File: config.mk
export PLATFORM = sky130hd
export DESIGN_NAME = gcd_result_buffer
export DESIGN_NICKNAME = d
export VERILOG_FILES = /design/src/rtl/gcd_result_buffer.sv
export SDC_FILE = /design/constraint.sdc
export NUM_CORES = 1
export LEC_CHECK = 0
export ABC_AREA = 1
export CAP_MARGIN = 20
export CELL_PAD_IN_SITES_DETAIL_PLACEMENT = 0
export CELL_PAD_IN_SITES_GLOBAL_PLACEMENT = 1
export CORE_MARGIN = 3
export CORE_UTILIZATION = 45
export DETAILED_ROUTE_END_ITERATION = 10
export MAX_ROUTING_LAYER = met4
export PLACE_DENSITY_LB_ADDON = 0.12
export REMOVE_ABC_BUFFERS = 1
export SLEW_MARGIN = 20
export SYNTH_ARGS = -nofsm -noshare
export SYNTH_HDL_FRONTEND = slang
export SYNTH_SLANG_ARGS = --single-unit
File: constraint.sdc
create_clock -name clk -period 2.8 [get_ports clk]
set_input_delay 0.28 -clock clk [delete_from_list [all_inputs] [get_ports clk]]
set_output_delay 0.28 -clock clk [all_outputs]
set_load 0.01 [all_outputs]
File: src/rtl/gcd_result_buffer.sv
// rtl/gcd_result_buffer.sv - FWFT result buffer capturing GCD core completions on ready rising edges
module gcd_result_buffer #(
    parameter int word  = 8,
    parameter int DEPTH = 4
) (
    input  logic                       clk,
    input  logic                       rst,
    input  logic [word-1:0]            gcd_data_i,
    input  logic                       gcd_ready_i,
    output logic [word-1:0]            m_data_o,
    output logic                       m_valid_o,
    input  logic                       m_ready_i,
    output logic [$clog2(DEPTH):0]     count_o,
    output logic                       full_o,
    output logic                       overflow_o
);

    localparam int PTR_W = $clog2(DEPTH);
    localparam int CNT_W = PTR_W + 1;

    logic                  ready_q, ready_d;
    logic [PTR_W-1:0]      wr_ptr_q, wr_ptr_d;
    logic [PTR_W-1:0]      rd_ptr_q, rd_ptr_d;
    logic [CNT_W-1:0]      count_q, count_d;
    logic                  overflow_q, overflow_d;
    logic [word-1:0]       mem_q [DEPTH];
    logic [word-1:0]       mem_d [DEPTH];

    logic push;
    logic pop;
    logic full;
    logic not_empty;
    logic wr_en;
    logic drop;

    // Event decode: a push is a rising edge of the upstream level-type ready flag
    always_comb begin
        push      = gcd_ready_i & ~ready_q;
        full      = (count_q == CNT_W'(DEPTH));
        not_empty = (count_q != '0);
        pop       = not_empty & m_ready_i;
        // A full buffer still accepts a push when the head leaves in the same cycle
        wr_en     = push & (~full | pop);
        drop      = push & full & ~pop;
    end

    // Next-state for pointers, occupancy, edge detector and sticky overflow
    always_comb begin
        ready_d    = gcd_ready_i;
        wr_ptr_d   = wr_ptr_q;
        rd_ptr_d   = rd_ptr_q;
        count_d    = count_q;
        overflow_d = overflow_q | drop;
        if (wr_en) begin
            wr_ptr_d = wr_ptr_q + PTR_W'(1);
        end
        if (pop) begin
            rd_ptr_d = rd_ptr_q + PTR_W'(1);
        end
        case ({wr_en, pop})
            2'b10:   count_d = count_q + CNT_W'(1);
            2'b01:   count_d = count_q - CNT_W'(1);
            default: count_d = count_q;
        endcase
    end

    // Next-state for storage: only the slot under wr_ptr changes on an accepted push
    always_comb begin
        mem_d = mem_q;
        if (wr_en) begin
            mem_d[wr_ptr_q] = gcd_data_i;
        end
    end

    // Control state register; ready_q resets high so a ready already high at release is not a push
    always_ff @(posedge clk or posedge rst) begin
        if (rst) begin
            ready_q    <= 1'b1;
            wr_ptr_q   <= '0;
            rd_ptr_q   <= '0;
            count_q    <= '0;
            overflow_q <= 1'b0;
        end else begin
            ready_q    <= ready_d;
            wr_ptr_q   <= wr_ptr_d;
            rd_ptr_q   <= rd_ptr_d;
            count_q    <= count_d;
            overflow_q <= overflow_d;
        end
    end

    // Storage register; contents are never exposed while empty, so no reset is needed
    always_ff @(posedge clk) begin
        mem_q <= mem_d;
    end

    // Outputs: head entry falls through, zeros while empty
    always_comb begin
        m_valid_o  = not_empty;
        m_data_o   = not_empty ? mem_q[rd_ptr_q] : '0;
        count_o    = count_q;
        full_o     = full;
        overflow_o = overflow_q;
    end

endmodule

After elaboration in Yosys (flattened, before gate mapping). Cells that the tools add are included.

Order comparisons: 3. Shift operators: 0. Reductions and logical operators: 3. Muxes and demuxes: 8. Divide/modulo/power cells: 0. $add $sub $neg: 4. Equal/unequal tests: 3. Bitwise operators: 12. Multipliers: 0.

Operator list (count): $bwmux W32 (1); $mux W8 (4); $bmux W8 S2 (1); $demux W8 S2 (1); $ge A3 B3 Y1 const B (2); $not A2 Y3 (2); $pmux W3 S2 (1); $and A1 B1 Y1 (5); $add A2 B1 Y2 const B (2); $add A3 B1 Y3 const B (1); $eq A3 B3 Y1 const B (1); $lt A3 B1 Y1 const B (1); $not A1 Y1 (3); $reduce_bool A3 Y1 (1); $sub A3 B1 Y3 const B (1); $eq A2 B1 Y1 const B (1); $eq A2 B2 Y1 const B (1); $or A1 B1 Y1 (2); $reduce_bool A2 Y1 (1); $logic_and A1 B1 Y1 (1).

Memories: 0. Input bits: 12. Bits in latches: 0. Logic and storage cells: 42. Memory bits (read-only): 0. Memory bits (writable): 0. Output and inout bits: 14. Register bits: 41.

Logic depth before layout (Yosys ltp). Gate-level depths: netlist of run 1.

Depth in word-level cells: 6. Mapped depth: 12. Depth with buffers taken out: 12.

Least setup slack after synthesis of run 1. OpenSTA, ideal clock, no wires.

Kind: reg-to-reg. Start point: reg count_q[0] (netlist: count_o[0]). End point: reg count_q[2] (netlist: count_o[2]). Buffers on the path: 0. Cell stages (with the launch flop): 11. Data required time: 2.683 ns. Setup time: 0.117 ns. Clock period less this slack: 1.779 ns. Arrival: 1.662 ns. Slack: 1.021 ns. Path through: dfrtp_1 -> nor2_1 -> nand3_1 -> nand2_2 -> ha_1 -> inv_1 -> fa_1 -> nand2_1 -> nand3_1 -> nand2_1 -> nand2_1.

Longest elaborated chain between the ends: 6. Elaborated cells on any way between the ends: 12. Those cells by class: add/sub (2); eq/ne (3); mux (1); bitwise (4); reduce/logical (2).

Ends and longest elaborated chain: start, declared (RTL line 24) `logic [CNT_W-1:0] count_q, count_d;`; start signal, assigned (RTL line 87) `count_q <= count_d;`; $reduce_bool A3 Y1 / $eq A3 B3 Y1 (equally long branches) (RTL line 40, 39); $and A1 B1 Y1 / $not A1 Y1 (equally long branches) (RTL line 41, 43); $or A1 B1 Y1 (RTL line 43) `wr_en = push & (~full | pop);`; $and A1 B1 Y1 (RTL line 43); $eq A2 B1 Y1 / $eq A2 B2 Y1 (equally long branches) (RTL line 60) `case ({wr_en, pop})`; $pmux W3 S2 / $reduce_bool A2 Y1 (equally long branches).

Parallel ways exist; a longest one is shown, timed or not. A chain may end at the register's enable or synchronous reset.

Worst setup path in the final report of run 1.
Start point: reg rd_ptr_q[1]. End point: out m_data_o[0].

Longest elaborated chain between the ends: 5.

Ends and longest elaborated chain: start, declared (RTL line 23) `logic [PTR_W-1:0] rd_ptr_q, rd_ptr_d;`; start signal, assigned (RTL line 86) `rd_ptr_q <= rd_ptr_d;`; $not A2 Y3 (not written as such) (RTL line 100) `m_data_o = not_empty ? mem_q[rd_ptr_q] : '0;`; $bmux W8 S2 (RTL line 100); $mux W8 (not written as such) (2 in a row) (RTL line 100); $mux W8 (RTL line 100); end, declared (RTL line 10) `output logic [word-1:0] m_data_o,`.

No other way between the ends. The select of a mux whose other input is x is not followed.

==> results.txt, run 1 <==
----------------------------------------------------
[Status]
  Run status ... completed

[STA]
  Worst clock skew ... ~0.0029 ns
  Crit share post-route ... 82.8%
  Max-slew violation count ... 0
  Setup repair after global routing missed its margin ... false
  Setup TNS ... 0 ns
  Final setup violation count ... 0
  Maximum frequency from static timing analysis ... 431 MHz
  Minimum clock period ... ~2.3 ns
  Number of hold violations in the final report ... 0
  Max_slew headroom ... between 60 and 70%
  Worst Tran Pin Value ... roughly 0.48 ns

[Clock tree]
  Number of H-tree branching levels ... 2
  Skew-Pair Late Insertion Delay ... ~0.28 ns
  Register clock-pin slew on the reported worst setup and hold paths ... ~0.070 ns
  Number of sinks on the clock net ... 41
  Root buf cell ... sky130_fd_sc_hd__clkbuf_8
  Post-cts repair resize count ... 0
  Count of hold-fix buffers inserted at cts ... 0
  Setup bufs post-CTS ... 0
  Clock buffer count from CTS ... 5
  Buffers from clock root to sink, at most ... 2
  CTS tree ... yes

[Floorplan]
  Floorplan row count ... 23
  Die outline height ... 71.2 um
  Starting utilization of the core area ... a little under half
  Die Span X ... around 70 um
  Die Outline Area ... just over 0.005 mm2
  Top-level I/O count ... 26
  Core region area ... slightly above 0.004 mm2

[Global route]
  Vias in the first global route ... roughly 1300
  Global-route total usage across every layer ... about 16%
  Antenna violations before repair ... 0
  Total congestion overflow ... 0
  Global-route wire length before repair ... 5770 um
  Largest net degree at the start of global routing ... 18

[Synth]
  Most common cell in the netlist ... sky130_fd_sc_hd__inv_1
  Area contributors post-synth ... sky130_fd_sc_hd__edfxtp_1 50%, sky130_fd_sc_hd__dfrtp_1 10%, sky130_fd_sc_hd__inv_1 10%, sky130_fd_sc_hd__nand2_1 9.2%, sky130_fd_sc_hd__nand3_1 5.2%
  Most used flip-flop cell after synthesis ... sky130_fd_sc_hd__edfxtp_1
  Commonest cells post-synth ... 51 x sky130_fd_sc_hd__inv_1, 47 x sky130_fd_sc_hd__nand2_1, 32 x sky130_fd_sc_hd__edfxtp_1
  Synthesis Warnings ... 0
  Post-synthesis instance area ... 0.00191 mm2
  Yosys top cell area share ... roughly half
  Cell type with the largest total area after synthesis ... sky130_fd_sc_hd__edfxtp_1
  Fraction of registers with async set/reset ... 22.0%
  Synth cell types ... 21
  Share of synthesized area occupied by flip-flops and latches ... 62.1%
  Number of flip-flops and latches in the synthesized netlist ... 41
  Post-Synthesis Cells ... 193
  Post-Synthesis Mean Instance Area ... 9.91 um2
  Count of flip-flops with a built-in enable after synthesis ... 32

[Detailed routing]
  Pre-Repair DR Iteration Count ... 4
  Number of nets with antenna violations after routing ... 0
  DR DRC count ... 0
  Via density per instance ... 4.78
  Sum of routed wire length over all layers ... around 3600 um
  Routed via count ... about 1300
  Average detailed-routed wire length per instance ... 13.2 um
  Drt initial violations ... between 50 and 60

[Placed design]
  HPWL after DPL ... approximately 2500 um
  Quantity of I/O buffers inserted on ports ... 25
  RD Place Congestion ... between 0.7 and 0.8

[Power and ir drop]
  Static leakage ... about 1.1 nW
  Power per standard cell area ... about 950 mW/mm2
  Maximum ir drop on the vdd rail ... around 0.46 mV
  Pwr Total ... around 2.2 mW

[Setup path]
  Path type of the worst setup path ... flip-flop to output pin
  Setup crit start kind ... flip-flop
  Maximum fanout along the worst path ... 11
  Number of buffers and inverters on the critical path ... 2
  Slowest cell on the critical path ... sky130_fd_sc_hd__dfrtp_1
  Nature of the critical path endpoint ... output pin
  WP data required ... between 2 and 3 ns
  Data arrival time of the worst path ... 2.04 ns
  Crit-path cells ... inv_1 > nand3_1 > a21oi_1 > clkdlybuf4s50_1
  Kind of cell adding the most delay to the critical path ... buffers and inverters
  Max incr delay on CP ... around 0.56 ns

[Run]
  Number of violations of the max-capacitance limit ... 0

[Final layout]
  N_diodes ... 0
  Post-layout net count ... around 240
  Synthesis-to-finish area growth ... 21.8%
  Fraction of final layout cells sized beyond drive strength 1 ... under 10%

[Min path]
  Hold crit path type ... primary input to asynchronous set/reset pin

----------------------------------------------------
[final timing paths]
kind	start	end	slack (ns)	cells past startpoint
min in group clk	gcd_ready_i	ready_q	0.44	1
max reg2reg	count_o[0]	count_o[2]	0.86	10
max in group asynchronous	rst	ready_q	2.24	2
min reg2reg	overflow_o	overflow_o	0.47	2
max	rd_ptr_q[1]	m_data_o[0]	0.48	4
min	rst	wr_ptr_q[0]	0.26	2
[cell type report]
type	count	area, um2
clock buffer	5	68.8
clock inverter	2	35.0
fill	346	1730
inverter	52	200
multi-input combinational	96	487
sequential	41	1190
tap	50	62.6
timing repair buffer	30	288
[sequential cells by signal (all words and copies together), names as in the netlist]
| register | count |
|---|---|
| overflow_o | 1 |
| count_o | 3 |
| mem_q | 32 |
| wr_ptr_q | 2 |
| rd_ptr_q | 2 |
| ready_q | 1 |
[cell families after synthesis]
logic type	Yosys count	share of synthesized area (%)
xor gates and xnor gates	2	0.916
buffers and inverters	56	12.4
AOI/OAI and AO/OA	10	2.81
adders and majority gates	6	4.32
and+or+nand+nor	78	17.4
DFF	41	62.1
[metrics by stage]
stage	setup WS (ns)	cells	utilization [%]	hold slack (ns)	cell area, um2
2_1_floorplan	1.02	189	-	0.107	1870
3_3_place_gp	0.737	269	54.8	0.448	2220
3_5_place_dp	0.675	269	54.8	0.455	2220
4_1_cts	0.462	276	57.4	0.265	2330
5_1_grt	0.325	276	57.4	0.278	2330
6_report	0.481	276	57.4	0.260	2330
[metal layers]
| metal | GRT usage [%] | vias to the layer above | share of wire [%] |
|---|---|---|---|
| met5 | - | - | 0 |
| met1 | 18.6 | 611 | 40 |
| met2 | 26.1 | 44 | 52 |
| li1 | - | 659 | - |
| met4 | 5.22 | 0 | 0.93 |
| met3 | 5.11 | 6 | 6.9 |
[cell usage in the layout (no fill, tap or decap)]
master,synthesis,routed
sky130_fd_sc_hd__nand3_2,1,1
sky130_fd_sc_hd__edfxtp_1,32,32
sky130_fd_sc_hd__dfstp_2,1,1
sky130_fd_sc_hd__nand4_1,1,1
sky130_fd_sc_hd__nand2_1,47,47
sky130_fd_sc_hd__clkinv_2,0,1
sky130_fd_sc_hd__ha_1,5,5
sky130_fd_sc_hd__nand3_1,20,20
sky130_fd_sc_hd__xnor2_1,2,2
sky130_fd_sc_hd__a21oi_1,7,7
sky130_fd_sc_hd__inv_6,1,1
sky130_fd_sc_hd__nand2_2,2,2
sky130_fd_sc_hd__clkdlybuf4s50_1,0,25
sky130_fd_sc_hd__fa_1,1,1
sky130_fd_sc_hd__buf_4,1,5
sky130_fd_sc_hd__nor3_1,1,1
sky130_fd_sc_hd__bufinv_16,0,1
sky130_fd_sc_hd__clkbuf_8,0,5
sky130_fd_sc_hd__a21oi_2,1,1
sky130_fd_sc_hd__dfrtp_1,8,8
sky130_fd_sc_hd__nor2_1,6,6
sky130_fd_sc_hd__inv_1,51,51
sky130_fd_sc_hd__o21ai_0,2,2
[report_power, final]
part	leakage [nW]	switching [mW]	internal, mW
combinational	0.627	0.488	0.428
clock	0.0540	0.177	0.259
sequential	0.395	0.104	0.751
total	1.08	0.770	1.44
Power figures use the tool's default switching activity.
==> inputs of run 2 (changes only) <==
CORE_UTILIZATION = 38   (was 45)
clock period = 2.05 ns   (was 2.8 ns; I/O delays follow)
==> run 2 against run 1 <==
Die area is 17% higher. Critical path depth grew 1. Cell count rose by 11%. Critical endpoint is now m_data_o[7]. Largest cell class unchanged. Highest routed layer unchanged.
==> results.txt, run 2 (synthesis results as in run 1) <==
----------------------------------------------------
[Status]
  Run status ... completed (unchanged)

[Setup path]
  Max incr delay on CP ... 0.55 ns (was 0.56 ns)
  Path type of the worst setup path ... flip-flop to output pin (unchanged)
  Number of cells on the worst reg-to-reg path ... 11 (was 10)
  Nature of the critical path endpoint ... output pin (unchanged)
  Worst r2r dst ... count_o[2] (unchanged)
  Number of buffers and inverters on the critical path ... 3 (was 2)
  Slowest cell on the critical path ... sky130_fd_sc_hd__clkdlybuf4s50_1 (was sky130_fd_sc_hd__dfrtp_1)
  Crit-path cells ... inv_1 > nand2_2 > clkinvlp_4 > a21oi_1 > clkdlybuf4s50_1 (was inv_1 > nand3_1 > a21oi_1 > clkdlybuf4s50_1)
  Kind of cell adding the most delay to the critical path ... buffers and inverters (unchanged)
  Crit. Startpoint ... count_o[2] (was rd_ptr_q[1])
  Maximum fanout along the worst path ... 7 (was 11)
  WP data required ... 1.85 ns (was 2.52 ns)
  Setup crit start kind ... flip-flop (unchanged)
  Critical path depth ... 5 (was 4)
  Worst reg2reg path startpoint ... count_o[2] (was count_o[0])
  Flop-to-flop setup slack ... 0.20 ns (was 0.86 ns)
  Data arrival time of the worst path ... 1.82 ns (was 2.04 ns)
  CP endpoint ... m_data_o[7] (was m_data_o[0])

[Global route]
  Global-route wire length before repair ... 6160 um (was 5770 um)
  Total congestion overflow ... 0 (unchanged)
  Global-route total usage across every layer ... 14.0% (was 16.0%)
  Largest net degree at the start of global routing ... 18 (unchanged)
  Antenna violations before repair ... 0 (unchanged)
  Vias in the first global route ... 1311 (was 1257)

[Detailed routing]
  Drt initial violations ... 96 (was 53)
  Number of nets with antenna violations after routing ... 0 (unchanged)
  Routed via count ... 1367 (was 1320)
  DR DRC count ... 0 (unchanged)
  Sum of routed wire length over all layers ... 3790 um (was 3650 um)
  Pre-Repair DR Iteration Count ... 4 (unchanged)
  Via density per instance ... 4.47 (was 4.78)
  Average detailed-routed wire length per instance ... 12.4 um (was 13.2 um)

[STA]
  Crit share post-route ... 98.6%
  Worst Tran Pin Value ... 0.370 ns (was 0.485 ns)
  Post-route worst setup slack ... 0.0291 ns (was 0.481 ns)
  Worst clock skew ... 0.00600 ns (was 0.00292 ns)
  Max_slew headroom ... 75.3% (was 67.7%)
  Number of hold violations in the final report ... 0 (unchanged)
  Final setup violation count ... 0 (unchanged)
  Maximum frequency from static timing analysis ... 495 MHz
  Max-slew violation count ... 0 (unchanged)
  Minimum clock period ... roughly 2 ns
  Setup repair after global routing missed its margin ... true (was false)
  Tightest hold margin ... 0.185 ns (was 0.260 ns)

[Power and ir drop]
  Maximum ir drop on the vdd rail ... 0.643 mV (was 0.456 mV)
  Pwr Total ... 3.18 mW (was 2.21 mW)
  Power per standard cell area ... 1290 mW/mm2 (was 948 mW/mm2)
  Static leakage ... 1.18 nW (was 1.08 nW)

[Clock tree]
  Buffers from clock root to sink, at most ... 2 (unchanged)
  Root buf cell ... sky130_fd_sc_hd__clkbuf_8 (unchanged)
  Register clock-pin slew on the reported worst setup and hold paths ... 0.07 ns (about the same)
  Count of hold-fix buffers inserted at cts ... 0 (unchanged)
  Clock buffer count from CTS ... 5 (unchanged)
  Skew-Pair Late Insertion Delay ... 0.28 ns (about the same)
  Number of sinks on the clock net ... 41 (unchanged)
  Number of H-tree branching levels ... 2 (unchanged)
  CTS tree ... yes (unchanged)

[Placed design]
  Setup Slack @ Placement ... 0.0966 ns (was 0.675 ns)
  RD Place Congestion ... 0.772 (was 0.719)
  HPWL after DPL ... 2600 um (was 2540 um)
  Quantity of I/O buffers inserted on ports ... 25 (unchanged)

[Final layout]
  Most frequent standard cell in the layout excluding fill and tap cells ... sky130_fd_sc_hd__inv_1 (unchanged)
  Fraction of final layout cells sized beyond drive strength 1 ... 15.1% (was 7.96%)
  Core Util, Final ... 51.5% (was 57.4%)
  Max FFs per register ... 32 (unchanged)
  Synthesis-to-finish area growth ... 28.9% (was 21.8%)
  Post-layout net count ... 256 (was 244)
  Commonest cells after routing, fill and taps aside ... 50 x sky130_fd_sc_hd__inv_1, 46 x sky130_fd_sc_hd__nand2_1, 32 x sky130_fd_sc_hd__edfxtp_1, 20 x sky130_fd_sc_hd__nand3_1, 18 x sky130_fd_sc_hd__clkdlybuf4s50_1 (was 51 x sky130_fd_sc_hd__inv_1, 47 x sky130_fd_sc_hd__nand2_1, 32 x sky130_fd_sc_hd__edfxtp_1, 25 x sky130_fd_sc_hd__clkdlybuf4s50_1, 20 x sky130_fd_sc_hd__nand3_1)
  Top register by number of flip-flops ... mem_q (unchanged)
  N_diodes ... 0 (unchanged)

[Floorplan]
  Die Outline Area ... 0.00592 mm2 (was 0.00507 mm2)
  Core region area ... 0.00479 mm2 (was 0.00406 mm2)
  Starting utilization of the core area ... 39.9% (was 47.1%)
  Floorplan row count ... 25 (was 23)
  Die outline height ... 76.9 um (was 71.2 um)
  Top-level I/O count ... 26 (unchanged)
  Die Span X ... 76.9 um (was 71.2 um)

[Min path]
  Hold crit path type ... primary input to asynchronous set/reset pin (unchanged)

[Run]
  Number of violations of the max-capacitance limit ... 0 (unchanged)

----------------------------------------------------
[run 2: cell count changes in the layout (fill, tap and decap cells not counted), moves of 2 or more]
cell | previous run | this run
sky130_fd_sc_hd__buf_4 | 5 | 17
sky130_fd_sc_hd__a21oi_2 | 1 | 4
sky130_fd_sc_hd__dlygate4sd2_1 | 0 | 2
sky130_fd_sc_hd__dlymetal6s2s_1 | 0 | 4
sky130_fd_sc_hd__clkdlybuf4s50_1 | 25 | 18
sky130_fd_sc_hd__a21oi_1 | 7 | 4
[run 2: layer usage]
layer  routed length [um]  vias up  track usage [%]  part of all wire [%]
met5                    0        -                -                     0
met4                   29        0             5.25                  0.76
met3                  216        4             4.34                   5.7
met2                 1870       39             22.8                    49
met1                 1680      638             16.2                    44
li1                     -      686                -                     -
[run 2: how the worst min path moves through the flow]
| stage | from | endpoint | slack, ns | cells after the start |
|---|---|---|---|---|
| 2_1_floorplan | rst | count_o[0] | 0.03 | 1 |
| 3_3_place_gp | overflow_o | overflow_o | 0.45 | 2 |
| 3_5_place_dp | overflow_o | overflow_o | 0.46 | 2 |
| 4_1_cts | rst | wr_ptr_q[0] | 0.20 | 2 |
| 5_1_grt | rst | count_o[2] | 0.22 | 2 |
| 6_report | rst | rd_ptr_q[1] | 0.18 | 2 |
[run 2: worst reg2reg max path, cell delays in order (launching register included)]
cell	delay (ns)
sky130_fd_sc_hd__dfrtp_1	0.41
sky130_fd_sc_hd__inv_1	0.10
sky130_fd_sc_hd__nand2_2	0.12
sky130_fd_sc_hd__nand2_1	0.11
sky130_fd_sc_hd__inv_1	0.10
sky130_fd_sc_hd__ha_1	0.17
sky130_fd_sc_hd__inv_1	0.07
sky130_fd_sc_hd__fa_1	0.39
sky130_fd_sc_hd__nand2_1	0.11
sky130_fd_sc_hd__nand3_1	0.08
sky130_fd_sc_hd__nand2_1	0.06
sky130_fd_sc_hd__nand2_1	0.05
[run 2: report_power, final]
part           switching (mW)  internal [mW]  total (mW)  leakage, nW
clock network           0.261          0.359       0.621       0.0528
registers              0.0664           1.03        1.09        0.394
logic                   0.790          0.670        1.46        0.729
[run 2: final cells by class]
cell class	instances	area (um2)
inverter	52	204
clock inverter	2	33.8
tap	67	83.8
multi-input combinational	96	500
sequential	41	1190
timing repair buffer	42	380
fill	430	2320
clock buffer	6	72.6
[run 2: what timing repair did]
action                     in CTS  in global routing
cloned                          0                  0
setup buffers                   5                  4
setup endpoints to repair       8                  5
resized for setup               9                  6
[run 2: per-stage QoR]
stage / area, um2 / setup TNS, ns / instances
after floorplan: 1870 / 0 / 189
after global placement: 2270 / 0 / 289
after detailed placement: 2270 / 0 / 289
after CTS: 2430 / -0.0207 / 302
after global routing: 2460 / -0.0782 / 306
final: 2460 / 0 / 306
